===== src/rtl/rand_chk_pkg.sv =====
// Shared types, sizes and the xorshift32 step for the burst checker and its models.
package rand_chk_pkg;

  typedef enum logic [1:0] {
    IDLE   = 2'd0,
    RUN    = 2'd1,
    REPORT = 2'd2
  } chk_state_e;

  localparam int CNT_W         = 9;
  localparam int BURST_LEN_DEF = 256;

  function automatic logic [31:0] xorshift32(input logic [31:0] x);
    logic [31:0] y;
    y = x ^ (x << 13);
    y = y ^ (y >> 17);
    y = y ^ (y << 5);
    return y;
  endfunction

endpackage


===== src/rtl/xorshift32_step.sv =====
// Combinational single xorshift32 step, used to predict the next word of a burst.
module xorshift32_step
  import rand_chk_pkg::*;
(
  input  logic [31:0] x,
  output logic [31:0] y
);

  assign y = xorshift32(x);

endmodule


===== config.mk =====
export PLATFORM = sky130hd
export DESIGN_NAME = xorshift32_step
export DESIGN_NICKNAME = d
export VERILOG_FILES = /design/src/rtl/rand_chk_pkg.sv /design/src/rtl/xorshift32_step.sv
export SDC_FILE = /design/constraint.sdc
export NUM_CORES = 1
export LEC_CHECK = 0
export CAP_MARGIN = 20
export CORE_ASPECT_RATIO = 1.5
export CORE_MARGIN = 2
export CORE_UTILIZATION = 30
export DETAILED_ROUTE_END_ITERATION = 12
export MAX_ROUTING_LAYER = met4
export PLACE_DENSITY = 0.85
export SLEW_MARGIN = 20
export SYNTH_ARGS = -nofsm -noshare
export SYNTH_HDL_FRONTEND = slang
export SYNTH_SLANG_ARGS = --single-unit

===== constraint.sdc =====
create_clock -name vclk -period 1.75
set_input_delay 0.2625 -clock vclk [all_inputs]
set_output_delay 0.2625 -clock vclk [all_outputs]
set_load 0.02 [all_outputs]

== After elaboration in Yosys (flattened, before gate mapping) ==
Index checks and enable logic that the tools add are counted.

* Bitwise gates (word level): 3

{| class="wikitable"
|+ Operators with widths
! kind !! number
|-
| bitwise XOR 32 bit || 2
|-
| bitwise XOR 32 x 15 -> 32 bit || 1
|}

* Word-level logic and storage cells: 3
* Register bits after elaboration: 0
* Output and inout bits: 32

== Depth between registers and ports, before layout ==
* Depth after elaboration: 3
* Mapped depth: 2

== Worst setup path after synthesis ==
OpenSTA, ideal clock, no wires.

* Path kind: in2out
* Start point: input port x[6]
* End point: output port y[7]
* Path buffers: 0
* Data arrival time: 1211 ps
* Path slack: 276 ps
* Stages on the path: 2
* Path through: xor3_2 > xnor3_1

* Cells in the longest elaborated chain, start to end: 3

{| class="wikitable"
|+ RTL lines
! what !! line !! source
|-
| start: declaration || xorshift32_step.sv:5 || <nowiki>input logic [31:0] x,</nowiki>
|-
| bitwise XOR 32 bit || rand_chk_pkg.sv:15 || <nowiki>y = x ^ (x << 13);</nowiki>
|-
| bitwise XOR 32 x 15 -> 32 bit || rand_chk_pkg.sv:16 || <nowiki>y = y ^ (y >> 17);</nowiki>
|-
| bitwise XOR 32 bit || rand_chk_pkg.sv:17 || <nowiki>y = y ^ (y << 5);</nowiki>
|-
| end: declaration || xorshift32_step.sv:6 || <nowiki>output logic [31:0] y</nowiki>
|}

Every way passes these cells.

== Final worst setup path ==
* Start point: input port x[10]
* End point: output port y[6]

Same word-level chain as after synthesis.

==> summary.md <==
| Metric | Value |
|---|---|
| Row count | `22` |
| Worst Hold Class | `input pin to output pin` |
| Synth warnings | `0` |
| Global-route wire length before repair | `4.24 mm` |
| Slew Limit Headroom | `between 80 and 90%` |
| Post-DP HPWL | `~2.2 mm` |
| Crit end category | `output pin` |
| Peak supply drop | `between 0.0004 and 0.0005 V` |
| Hold WS | `~1.1 ns` |
| Via count | `approximately 860` |
| RD Place Congestion | `between 0.7 and 0.8` |
| Antenna cells | `0` |
| Xor/xnor share of the synthesized area | `100%` |
| Syn Inst Count | `58` |
| Max-slew violation count | `0` |
| Total Die Area | `between 2000 and 3000 sq um` |
| Drt pass-1 iters | `2` |
| Residual DRC count | `0` |
| Status | `complete, no violations` |
| Most Crowded Layer GR | `met2` |
| Crit path kind | `input pin to output pin` |
| Seq Cell Count | `0` |
| Fmax | `~580 MHz` |
| Largest net degree at the start of global routing | `5` |
| Worst Path Arrival | `around 1.5 ns` |
| Layout cell share with drive strength beyond 1 | `57.4%` |
| Met3 usage | `under 10%` |
| Total GRT Usage | `19.7%` |
| Maxcap violations | `0` |
| Vias per cell | `~4.4` |
| Number of fill cells in the layout | `approximately 190` |
| Antenna violations before repair | `0` |
| Count of input and output buffers | `64` |
| Hold-critical path depth | `5` |
| Synth Cell Area | `769 sq um` |
| Simple-Gate Fraction of Synth Area | `0%` |
| DR WL/cell | `~15 um` |
| Mux share of post-synthesis cell area | `0%` |
| Core ar. | `between 2000 and 2500 sq um` |
| M2 GR Usage | `43.0%` |
| Compound-Gate Fraction of Synth Area | `0%` |
| Endpoints failing hold | `0` |
| Avg Cell Area, Syn | `between 10 and 15 sq um` |
| Final wirelength | `roughly 2.9 mm` |
| Clock buf count | `0` |
| Grt met1 use | `roughly 17%` |
| PD cells | `a little over 600 nW/um^2` |
| Fin crit period | `1.73 ns` |
| CP max FO | `3` |
| Largest family of logic cells by synthesized area | `XOR/XNOR gates` |
| Nets | `203` |
| Top Ports | `64` |
| Hold path start | `x[20]` |
| DIE HEIGHT | `between 60 and 70 um` |
| Initial core utilization | `between 30% and 40%` |
| Setup violators final | `0` |
| FF/Latch Area | `0 sq um` |
| Global route total overflow | `0` |
| Netlist cell types | `5` |
| Hold EP | `y[3]` |
| Synth-to-layout area growth | `140%` |
| Worst Tran Pin Value | `0.259 ns` |
| Syn nets | `90` |
| Sequential share of the synthesized area | `0%` |
| Iteration-0 DRC count of the detailed router | `2` |
| Worst EP required | `about 1.5 ns` |
| Critical path startpoint category | `input pin` |
| Die W | `between 40 and 50 um` |
| Tcrit/Tclk final | `98.6%` |
| Vias in the first global route | `951` |
| Pleak | `approximately 1.0 nW` |
| Setup TNS | `0 ns` |
| Detail Route Antenna Nets | `0` |
| Post-Synth Adder-Cell Area | `0%` |
| Unrepaired setup endpoints after global routing | `false` |
| Multi-input gate area | `between 900 and 1000 sq um` |
-- worst max-delay path: stages --
cell and delay (ns):
dlygate4sd2_1 0.27, xnor2_2 0.16, buf_4 0.15, buf_4 0.13
xnor3_1 0.35, buf_6 0.15
-- metrics by stage --
| step | instance area [sq um] | cells | setup slack (ns) | util (%) | power (W) |
|---|---|---|---|---|---|
| 6_report | 1840 | 193 | 0.0242 | 75.2 | 0.00115 |
| 3_3_place_gp | 1670 | 177 | -0.720 | 68.3 | 0.00113 |
| 4_1_cts | 1840 | 191 | 0.000123 | 75.2 | 0.00115 |
| 3_5_place_dp | 1670 | 177 | -0.777 | 68.3 | 0.00115 |
| 2_1_floorplan | 769 | 58 | 0.276 | - | 0.000583 |
| 5_1_grt | 1840 | 193 | 0.00279 | 75.2 | 0.00120 |
-- kinds of logic after synthesis --
group and count (synthesis):
xor+xnor 58
-- what timing repair did --
item | 4_1_cts | 5_1_grt
setup buffers | 14 | 2
resized for setup | 178 | 16
hold buffers | 0 | 0
pin swaps | 21 | 8
endpoints found under the setup margin | 32 | 18
-- placed cells by master, fill, tap and decap left out --
master	n
clkdlybuf4s15_1	4
clkdlybuf4s50_1	1
xor2_2	1
buf_2	7
dlymetal6s2s_1	2
dlygate4sd1_1	1
buf_6	5
clkbuf_2	4
dlygate4sd2_1	24
xor3_1	9
buf_4	56
xnor2_1	11
xnor2_2	15
clkdlybuf4s15_2	7
xor3_2	1
xor2_1	12
xnor3_1	8
xnor2_4	1
-- cells in the mapped netlist, drive strengths merged --
cell type / number / area (sq um)
xnor3: 8 / 180
xor2: 13 / 114
xnor2: 27 / 236
xor3: 10 / 239
-- per-layer routing --
metal	wire [um]	vias to the layer above
met5	0	-
met4	0	0
met3	122	0
met2	1860	38
met1	920	402
li1	-	415
-- how the worst max path moves through the flow --
stage | startpoint | to | slack (ns) | cells past startpoint
2_1_floorplan | x[6] | y[7] | 0.28 | 2
3_3_place_gp | x[17] | y[5] | -0.72 | 4
3_5_place_dp | x[4] | y[5] | -0.78 | 4
4_1_cts | x[20] | y[25] | 0.0001 | 5
5_1_grt | x[23] | y[28] | 0.003 | 6
6_report | x[10] | y[6] | 0.02 | 6
-- final cells by class --
cell class,count,area share [%]
timing repair buffer,111,49.1
tap,24,1.63
multi-input combinational,58,49.3
-- power by group --
group / internal [W] / switching (W) / leakage (nW)
registers: 0 / 0 / 0
logic: 0.000628 / 0.000521 / 1.04
clock network: 0 / 0 / 0
total: 0.000628 / 0.000521 / 1.04
Note: power is estimated with default switching activity, not from simulation.
